==> src/rtl/uart_tx_scheduler.sv <==
// Round-robin arbitration of two byte requesters into a shared FIFO feeding one UART sender.
// Optional WAIT_BUSY timeout with sticky error flag: define UART_TX_SCHED_TIMEOUT_EN.
module uart_tx_scheduler #(
  parameter int DEPTH        = 4,
  parameter int PULSE_CYCLES = 325
) (
  input  logic                     clk,
  input  logic                     reset,
  input  logic                     req0_valid,
  input  logic [7:0]               req0_data,
  output logic                     req0_ready,
  input  logic                     req1_valid,
  input  logic [7:0]               req1_data,
  output logic                     req1_ready,
  input  logic                     tx_status,
  output logic [7:0]               tx_data,
  output logic                     tx_en,
  output logic                     busy,
  output logic [$clog2(DEPTH):0]   fifo_count,
  output logic                     timeout_err
);

  localparam int AW = $clog2(DEPTH);
  localparam int CW = AW + 1;
  localparam logic [CW-1:0] FULL_CNT   = CW'(DEPTH);
  localparam logic [15:0]   PULSE_LAST = 16'(PULSE_CYCLES - 1);

  typedef enum logic [1:0] {
    S_IDLE      = 2'd0,
    S_PULSE     = 2'd1,
    S_WAIT_BUSY = 2'd2,
    S_WAIT_IDLE = 2'd3
  } state_t;

  state_t          r_state;
  state_t          w_state_next;
  logic            r_last;
  logic [CW-1:0]   r_count;
  logic [AW-1:0]   r_wr_ptr;
  logic [AW-1:0]   r_rd_ptr;
  logic [7:0]      r_mem [DEPTH];
  logic [15:0]     r_cnt;
  logic [7:0]      r_tx_data;
  logic            r_tx_en;

  logic w_full, w_grant0, w_grant1, w_push0, w_push1, w_push;
  logic [7:0] w_push_data;
  logic w_pop, w_cnt_inc, w_pulse_done, w_timeout;

  // Requester 0 wins ties when requester 1 was last served, and vice versa.
  assign w_full      = (r_count == FULL_CNT);
  assign w_grant0    = req0_valid & (~req1_valid | r_last);
  assign w_grant1    = req1_valid & (~req0_valid | ~r_last);
  assign req0_ready  = w_grant0 & ~w_full;
  assign req1_ready  = w_grant1 & ~w_full;
  assign w_push0     = req0_valid & req0_ready;
  assign w_push1     = req1_valid & req1_ready;
  assign w_push      = w_push0 | w_push1;
  assign w_push_data = w_push0 ? req0_data : req1_data;

  assign tx_data    = r_tx_data;
  assign tx_en      = r_tx_en;
  assign fifo_count = r_count;
  assign busy       = (r_count != CW'(0)) | (r_state != S_IDLE);

  always_ff @(posedge clk) begin
    if (reset) r_state <= S_IDLE;
    else       r_state <= w_state_next;
  end

  always_comb begin
    w_state_next = r_state;
    case (r_state)
      S_IDLE:      if (w_pop)        w_state_next = S_PULSE;
      S_PULSE:     if (w_pulse_done) w_state_next = S_WAIT_BUSY;
      S_WAIT_BUSY: begin
        if (!tx_status)     w_state_next = S_WAIT_IDLE;
        else if (w_timeout) w_state_next = S_IDLE;
        else                w_state_next = S_WAIT_BUSY;
      end
      S_WAIT_IDLE: if (tx_status)    w_state_next = S_IDLE;
      default:                       w_state_next = S_IDLE;
    endcase
  end

  always_comb begin
    w_pop        = (r_state == S_IDLE) & (r_count != CW'(0)) & tx_status;
    w_pulse_done = (r_state == S_PULSE) & (r_cnt == PULSE_LAST);
`ifdef UART_TX_SCHED_TIMEOUT_EN
    w_timeout    = (r_state == S_WAIT_BUSY) & tx_status & (r_cnt == PULSE_LAST);
    w_cnt_inc    = (r_state == S_PULSE) | (r_state == S_WAIT_BUSY);
`else
    w_timeout    = 1'b0;
    w_cnt_inc    = (r_state == S_PULSE);
`endif
  end

  // Counter restarts on every state change so PULSE and WAIT_BUSY each start from zero.
  always_ff @(posedge clk) begin
    if (reset)                         r_cnt <= 16'd0;
    else if (w_state_next != r_state)  r_cnt <= 16'd0;
    else if (w_cnt_inc)                r_cnt <= r_cnt + 16'd1;
    else                               r_cnt <= r_cnt;
  end

  always_ff @(posedge clk) begin
    if (reset) begin
      r_tx_en   <= 1'b0;
      r_tx_data <= 8'd0;
    end else if (w_pop) begin
      r_tx_en   <= 1'b1;
      r_tx_data <= r_mem[r_rd_ptr];
    end else if (w_pulse_done) begin
      r_tx_en   <= 1'b0;
    end
  end

  always_ff @(posedge clk) begin
    if (w_push) r_mem[r_wr_ptr] <= w_push_data;
  end

  always_ff @(posedge clk) begin
    if (reset) begin
      r_wr_ptr <= '0;
      r_rd_ptr <= '0;
      r_count  <= '0;
      r_last   <= 1'b1;
    end else begin
      if (w_push) begin
        r_wr_ptr <= r_wr_ptr + AW'(1);
        r_last   <= w_push1;
      end
      if (w_pop) r_rd_ptr <= r_rd_ptr + AW'(1);
      case ({w_push, w_pop})
        2'b10:   r_count <= r_count + CW'(1);
        2'b01:   r_count <= r_count - CW'(1);
        default: r_count <= r_count;
      endcase
    end
  end

`ifdef UART_TX_SCHED_TIMEOUT_EN
  logic r_timeout_err;

  always_ff @(posedge clk) begin
    if (reset)          r_timeout_err <= 1'b0;
    else if (w_timeout) r_timeout_err <= 1'b1;
  end

  assign timeout_err = r_timeout_err;
`else
  assign timeout_err = 1'b0;
`endif

endmodule

==> config.mk <==
export PLATFORM = sky130hd
export DESIGN_NAME = uart_tx_scheduler
export DESIGN_NICKNAME = d
export VERILOG_FILES = /design/src/rtl/uart_tx_scheduler.sv
export SDC_FILE = /design/constraint.sdc
export NUM_CORES = 1
export LEC_CHECK = 0
export BUFFER_PORTS_ARGS = -buffer_cell sky130_fd_sc_hd__buf_4
export CAP_MARGIN = 0
export CORE_MARGIN = 2
export CORE_UTILIZATION = 30
export CTS_CLUSTER_SIZE = 30
export DETAILED_ROUTE_END_ITERATION = 10
export SLEW_MARGIN = 40
export SYNTH_ARGS = -nofsm -noshare
export SYNTH_HDL_FRONTEND = slang
export SYNTH_SLANG_ARGS = --single-unit
==> constraint.sdc <==
create_clock -name clk -period 2 [get_ports clk]
set_input_delay 0.3 -clock clk [delete_from_list [all_inputs] [get_ports clk]]
set_output_delay 0.3 -clock clk [all_outputs]
set_load 0.005 [all_outputs]
==> load_flow_metrics.sql, run 1 <==
INSERT INTO impl_metrics (metric_group, metric, value, unit) VALUES
('yosys', 'synth_most_common_cell', 'dfxtp_1', ''),
('yosys', 'synth_cell_types', '49', ''),
('pwr', 'ir_worst_vdd', '0.000470', 'V'),
('pwr', 'p_sw', '1210', 'uW'),
('global_route', 'global_routing_usage_summed_across_all_routing_layers', '11.3', '%'),
('detailed_routing', 'viasPerCell', '4.48', ''),
('timing', 'layout_min_cycle_time', '2.05', 'ns'),
('min_path', 'min_path_type', 'in2reg', ''),
('yosys', 'synth_area_per_cell', '11.9', 'um^2'),
('pwr', 'seqPwrFrac', '45.3', '%'),
('detailed_routing', 'finalWirelength', '5720', 'um'),
('global_route', 'antenna_violations_before_repair', '0', ''),
('yosys', 'synth-main-ff-cell', 'dfxtp_1', ''),
('pwr', 'power.total', '4000', 'uW'),
('timing', 'final_min_period_over_clock_period', '103', '%'),
('run_status', 'violations', 'setup timing', ''),
('clocking', 'clock_tree.root_cell', 'clkbuf_8', ''),
('final_layout', 'layout.nets', '335', ''),
('yosys', 'synth_largest_area_cell', 'edfxtp_1', ''),
('critical_path', 'critical_path_cell_list', 'or3b_4, o21ai_4, ha_4, inv_2, fa_2, xor2_1, or3_1, a21oi_2', ''),
('clocking', 'clock_tree_from_tritoncts', 'done', ''),
('global_route', 'first_global_vias', '2026', ''),
('timing', 'setup-violations-final', '1', ''),
('min_path', 'min_path_cells', '2', ''),
('yosys', 'ys_top_cells_by_count', 'dfxtp_1, edfxtp_1, nand2_1, nor2_1, a21oi_1', ''),
('yosys', 'synth-edff-count', '32', ''),
('die', 'fp-row-count', '36', ''),
('yosys', 'syn_nets', '281', ''),
('detailed_routing', 'drtIter0Drc', '56', ''),
('critical_path', 'critPathBufInv', '1', ''),
('timing', 'grt_setup_unrepaired', 'yes', ''),
('yosys', 'yosys.area.top_type_share', '32.0', '%'),
('timing', 'drv_slew', '0', ''),
('global_route', 'maximum_number_of_pins_on_one_net_before_global_route_repair', '21', ''),
('critical_path', 'cp_max_fo', '2', ''),
('critical_path', 'critical_path.top_delay_family', 'simple AND/OR/NAND/NOR gates', ''),
('critical_path', 'crit_cells', '8', ''),
('pwr', 'power.share.clock', '25.2', '%'),
('clocking', 'tritoncts.num_buffers', '9', ''),
('detailed_routing', 'detail_route.first_pass.iterations', '6', ''),
('clocking', 'max-clock-path-buffers', '2', ''),
('timing', 'relSlewSlack', '47.1', '%'),
('pwr', 'leakage_dissipation', '0.00137', 'uW'),
('final_layout', 'filler_cell_count', '970', ''),
('timing', 'setup_slack', '-0.0537', 'ns'),
('run', 'cap_viol_max_count', '0', ''),
('final_layout', 'layout-drive-gt1-share', '34.4', '%'),
('yosys', 'netlist_top_cells_area', 'edfxtp_1, dfxtp_1, mux4_2, nand2_1, a21oi_1', ''),
('placement', 'gp_congestion', '0.688', ''),
('global_route', 'global_route_wire_length_before_repair', '9700', 'um'),
('pwr', 'pwr_density_cell', '1070', 'nW/um^2'),
('yosys', 'netlist_area', '3000', 'um^2'),
('die', 'boundaryPins', '37', ''),
('yosys', 'synth-warning-count', '0', ''),
('die', 'dieWidth', '104', 'um'),
('final_layout', 'antenna_cells_inserted', '0', ''),
('critical_path', 'timing.critical_path.to_type', 'register', ''),
('critical_path', 'crit_required', '2.27', 'ns'),
('pwr', 'share_of_total_power_in_combinational_logic', '29.5', '%'),
('global_route', 'overflow', '0', ''),
('run_status', 'result_of_the_run', 'finished, violations left', ''),
('die', 'dieHeight', '104', 'um'),
('detailed_routing', 'drc', '0', ''),
('placement', 'pre_cts_slack', '-0.0544', 'ns'),
('final_layout', 'post-route-cell-area', '3740', 'um^2'),
('critical_path', 'path_class', 'reg2reg', ''),
('timing', 'fin_clk_skew', '0.0105', 'ns'),
('clocking', 'clock_latency_on_the_worst_skew_pair', '0.34', 'ns'),
('detailed_routing', 'detail_route.wl_per_cell', '12.9', 'um'),
('detailed_routing', 'drt.antenna.violating_nets', '0', ''),
('critical_path', 'slowest_delay', '0.41', 'ns');
[path summary, 6_finish.rpt]
| path | start | end | slack [ns] |
|---|---|---|---|
| setup / recovery | fifo_count[0]$_SDFFE_PP0P_ | fifo_count[2]$_SDFFE_PP0P_ | -0.05 |
| hold / removal | reset | fifo_count[2]$_SDFFE_PP0P_ | 0.28 |
| hold reg to reg | tx_data[5]$_SDFFE_PP0P_ | tx_data[5]$_SDFFE_PP0P_ | 0.46 |
| setup reg to reg | fifo_count[0]$_SDFFE_PP0P_ | fifo_count[2]$_SDFFE_PP0P_ | -0.05 |
[power by group through the flow]
stage | Combinational [uW] | Sequential, uW | Clock (uW)
2_1_floorplan | 726 | 1830 | 0
3_3_place_gp | 1140 | 1840 | 0
3_5_place_dp | 1150 | 1850 | 0
4_1_cts | 1180 | 1820 | 1040
5_1_grt | 1310 | 1840 | 1090
6_report | 1180 | 1810 | 1010
[sequential cells by signal (all words and copies together) (netlist names)]
signal,count
r_wr_ptr,2
r_last,1
r_state,2
tx_en,1
tx_data,8
r_rd_ptr,2
r_mem,32
r_cnt,16
fifo_count,3
[timing repair]
action	4_1_cts	5_1_grt
gates resized for setup	3	1
buffers inserted	3	1
endpoints found under the setup margin	2	3
pin swaps	1	1
[layout make-up]
type	count	area, um^2	share of cell area [%]
flip-flops and latches	67	1670	44.5
multi-input cells	164	1290	34.6
repair buffers	51	387	10.3
well taps	133	166	4.45
clock buffers	11	141	3.78
inverters	13	48.8	1.30
clock inverters	5	38.8	1.04
[logic make-up (layout without fill, tap and decap cells)]
| family | Yosys count | count (layout) | synth area share (%) |
|---|---|---|---|
| and+or+nand+nor | 91 | 91 | 17.1 |
| DFF | 67 | 67 | 55.3 |
| AOI/OAI and AO/OA | 32 | 32 | 7.08 |
| buffers and inverters | 21 | 80 | 3.12 |
| muxes | 17 | 17 | 9.33 |
| xor gates and xnor gates | 15 | 15 | 4.37 |
| adders and majority gates | 8 | 8 | 3.58 |
| other | 1 | 1 | 0.125 |
[routing by layer]
layer / global-route usage, % / vias up / share of wire (%)
li1: - / 1012 / -
met1: 13.3 / 937 / 44
met2: 19.5 / 35 / 51
met3: 4.14 / 5 / 3.7
met4: 3.19 / 0 / 0.75
met5: 0 / - / 0
[placed cells by master (no fill, tap or decap), types with 3 or more instances in the layout]
cell	instances
mux2_2	8
mux4_2	8
xnor2_1	6
dfxtp_1	33
nor3_1	4
clkbuf_8	10
a21oi_1	17
or3_1	4
nand3_1	6
edfxtp_1	32
nand2b_1	3
xor2_1	9
o21ai_0	4
nand2_1	27
buf_4	50
ha_1	6
nand4_1	4
inv_1	11
nor2b_1	3
nor2_1	20
[through the flow]
stage                     hold WS, ns  cells
after floorplan                 0.449    252
after global placement          0.452    424
after detailed placement        0.452    424
after CTS                       0.283    443
after global routing            0.287    444
final                           0.284    444
No activity file was read; power rests on OpenSTA's default activity.
==> run 2, diff against run 1 <==
CORE_UTILIZATION = 52   (was 30)
PLACE_DENSITY = 0.75   (was default)
==> run 2 against run 1 <==
Power rose by 8.1%. The flow now finishes without violations. Register-to-register slack better by 0.06 ns. Count of clock-buffer cells in the layout shrank 2. Non-clock buffer count fell by 3. Sequential share of layout area up 0.52 points. Critical endpoint unchanged. Sequential power barely moved. Die area shrank 41%. Sequential cell count did not move.
==> load_flow_metrics.sql, run 2 (synthesis gave the netlist of run 1 again) <==
INSERT INTO impl_metrics (metric_group, metric, value, unit) VALUES
('clocking', 'clock_tree.root_cell', 'clkbuf_8', ''),
('detailed_routing', 'drc', '0', ''),
('critical_path', 'rr_worst_depth', '8', ''),
('detailed_routing', 'drt.antenna.violating_nets', '0', ''),
('critical_path', 'slowest_delay', '0.41', 'ns'),
('pwr', 'pwr_density_cell', '1170', 'nW/um^2'),
('clocking', 'clock_tree_from_tritoncts', 'done', ''),
('final_layout', 'seqCellArea', '1670', 'um^2'),
('die', 'floorplan.die_area', '6400', 'um^2'),
('placement', 'dpl.cell_count', '362', ''),
('timing', 'setup_tns_after_final_layout', '0', 'ns'),
('die', 'area_of_the_core', '5540', 'um^2'),
('timing', 'grt_setup_unrepaired', 'yes', ''),
('clocking', 'cts.htree.levels', '3', ''),
('global_route', 'first_global_vias', '1961', ''),
('pwr', 'power.total', '4320', 'uW'),
('final_layout', 'most-common-layout-cells', 'buf_4, dfxtp_1, edfxtp_1', ''),
('min_path', 'min_path_cells', '2', ''),
('critical_path', 'critical_path_cell_list', 'or3b_4, o21ai_4, ha_4, inv_2, fa_2, xor2_1, or3_1, a21oi_2', ''),
('critical_path', 'timing.critical_path.from_type', 'register', ''),
('critical_path', 'path_class', 'reg2reg', ''),
('final_layout', 'layout-drive-gt1-share', '34.4', '%'),
('clocking', 'max-clock-path-buffers', '2', ''),
('global_route', 'antenna_violations_before_repair', '0', ''),
('timing', 'achievable-frequency', '0.501', 'GHz'),
('clocking', 'worst_setup_hold_path_clk_slew', '0.07', 'ns'),
('timing', 'final_min_period_over_clock_period', '99.7', '%'),
('placement', 'post_dp_cell_area', '3420', 'um^2'),
('critical_path', 'crit-reg2reg-capture', 'fifo_count[2]$_SDFFE_PP0P_', ''),
('global_route', 'global_route_wire_length_before_repair', '9270', 'um'),
('placement', 'gp_congestion', '0.795', ''),
('critical_path', 'crit_required', '2.28', 'ns'),
('timing', 'setup_slack', '0.00501', 'ns'),
('critical_path', 'cp_data_arrival_time', '2.27', 'ns'),
('critical_path', 'timing.critical_path.to_type', 'register', ''),
('final_layout', 'post-route-cell-area', '3700', 'um^2'),
('die', 'starting_density_of_the_core', '54.2', '%'),
('timing', 'setup-violations-final', '0', ''),
('final_layout', 'layout_commonest_cell', 'buf_4', ''),
('timing', 'worst-slew-pin-transition', '0.730', 'ns'),
('final_layout', 'multi_input_comb_area', '1300', 'um^2'),
('critical_path', 'cp_max_fo', '3', ''),
('critical_path', 'r2r_slack', '0.005', 'ns'),
('detailed_routing', 'detail_route.first_pass.iterations', '5', ''),
('run', 'cap_viol_max_count', '0', ''),
('min_path', 'min_path_type', 'in2reg', ''),
('detailed_routing', 'finalWirelength', '5620', 'um'),
('global_route', 'maximum_number_of_pins_on_one_net_before_global_route_repair', '21', ''),
('die', 'boundaryPins', '37', ''),
('pwr', 'leakage_dissipation', '0.00138', 'uW'),
('detailed_routing', 'drtIter0Drc', '104', ''),
('placement', 'pre_cts_slack', '-0.00342', 'ns'),
('placement', 'port_buffers', '35', ''),
('critical_path', 'r2r_start', 'fifo_count[1]$_SDFFE_PP0P_', ''),
('detailed_routing', 'detail_route.wl_per_cell', '14.8', 'um'),
('clocking', 'clock_latency_on_the_worst_skew_pair', '0.34', 'ns'),
('min_path', 'worst_hold_startpoint', 'reset', ''),
('final_layout', 'filler_cell_count', '426', ''),
('clocking', 'tritoncts.num_buffers', '9', ''),
('final_layout', 'largest_register', 'r_mem', ''),
('run_status', 'result_of_the_run', 'finished, final reports clean', ''),
('placement', 'place_hpwl', '3830', 'um'),
('die', 'dieWidth', '80.0', 'um'),
('global_route', 'overflow', '0', ''),
('final_layout', 'instances_no_fill', '380', ''),
('detailed_routing', 'detailroute.via_count', '2048', ''),
('timing', 'relSlewSlack', '51.2', '%'),
('global_route', 'global_routing_usage_summed_across_all_routing_layers', '19.7', '%'),
('timing', 'drv_slew', '0', ''),
('final_layout', 'antenna_cells_inserted', '0', ''),
('clocking', 'cts.sinks', '67', ''),
('die', 'fp-row-count', '27', ''),
('detailed_routing', 'viasPerCell', '5.39', ''),
('final_layout', 'layout.nets', '332', ''),
('timing', 'final_hold_viol_count', '0', ''),
('final_layout', 'syn2layout_area_growth', '23.3', '%'),
('critical_path', 'crit_slowest_cell', 'or3b_4', ''),
('final_layout', 'largest_register_ff_count', '32', ''),
('timing', 'layout_min_cycle_time', '1.99', 'ns'),
('timing', 'fin_clk_skew', '0.00748', 'ns'),
('pwr', 'ir_worst_vdd', '0.000718', 'V'),
('die', 'dieHeight', '80.0', 'um'),
('min_path', 'end_of_the_worst_hold_path', 'fifo_count[2]$_SDFFE_PP0P_', '');
## run 2: cell count changes in the layout (fill, tap and decap cells not counted), sizes merged
| cell | before | now |
|---|---|---|
| clkinv | 3 | 2 |
| buf | 51 | 48 |
| bufinv | 0 | 3 |
| clkbuf | 11 | 9 |
## run 2: how the worst max path moves through the flow
stage                                       to                       start  slack, ns  cells after the start
finish              fifo_count[2]$_SDFFE_PP0P_  fifo_count[1]$_SDFFE_PP0P_      0.005                      8
global route        fifo_count[2]$_SDFFE_PP0P_  fifo_count[1]$_SDFFE_PP0P_      -0.09                      8
CTS                 fifo_count[2]$_SDFFE_PP0P_  fifo_count[1]$_SDFFE_PP0P_     -0.002                      8
detailed placement  fifo_count[2]$_SDFFE_PP0P_  fifo_count[0]$_SDFFE_PP0P_     -0.003                      8
global placement    fifo_count[2]$_SDFFE_PP0P_  fifo_count[0]$_SDFFE_PP0P_       0.02                      8
floorplan           fifo_count[2]$_SDFFE_PP0P_  fifo_count[0]$_SDFFE_PP0P_      -0.05                      8
## run 2: worst max-delay path: cells and delay by family (launching register included)
family / cells / cell delay (ns)
fa+ha+maj: 2 / 0.50
xor+xnor: 1 / 0.15
flops: 1 / 0.32
compound gates: 2 / 0.19
buf+inv: 1 / 0.04
simple gates: 2 / 0.73
## run 2: layout make-up
type                    count  share of cell area (%)
inverters                  13                    1.32
clock inverters             7                    3.11
multi-input cells         164                    35.0
well taps                  72                    2.43
clock buffers               9                    3.34
flip-flops and latches     67                    45.0
repair buffers             48                    9.73
## run 2: routing by layer
layer	track usage (%)	vias to the layer above	routed length [um]
met1	24.0	999	2480
li1	-	1005	-
met4	6.61	0	52
met3	6.56	6	248
met2	32.8	38	2840
met5	0	-	0
## run 2: where the power goes
part           leakage [uW]  switching, uW  internal, uW  total [uW]
logic              0.000680            591           589        1180
registers          0.000583           98.6          1720        1810
clock network      0.000117            505           825        1330
## run 2: metrics by stage
stage / utilization (%) / hold slack (ns)
2_1_floorplan: - / 0.449
3_3_place_gp: 61.8 / 0.442
3_5_place_dp: 61.8 / 0.447
4_1_cts: 66.6 / 0.287
5_1_grt: 66.8 / 0.283
6_report: 66.8 / 0.284
## run 2: repair_timing
item / 4_1_cts / 5_1_grt
setup endpoints to repair: 2 / 2
resized for setup: 2 / 2
gates cloned: 0 / 0
hold buffers: 0 / 0
setup buffers: 2 / 0
pin swaps: 2 / 3
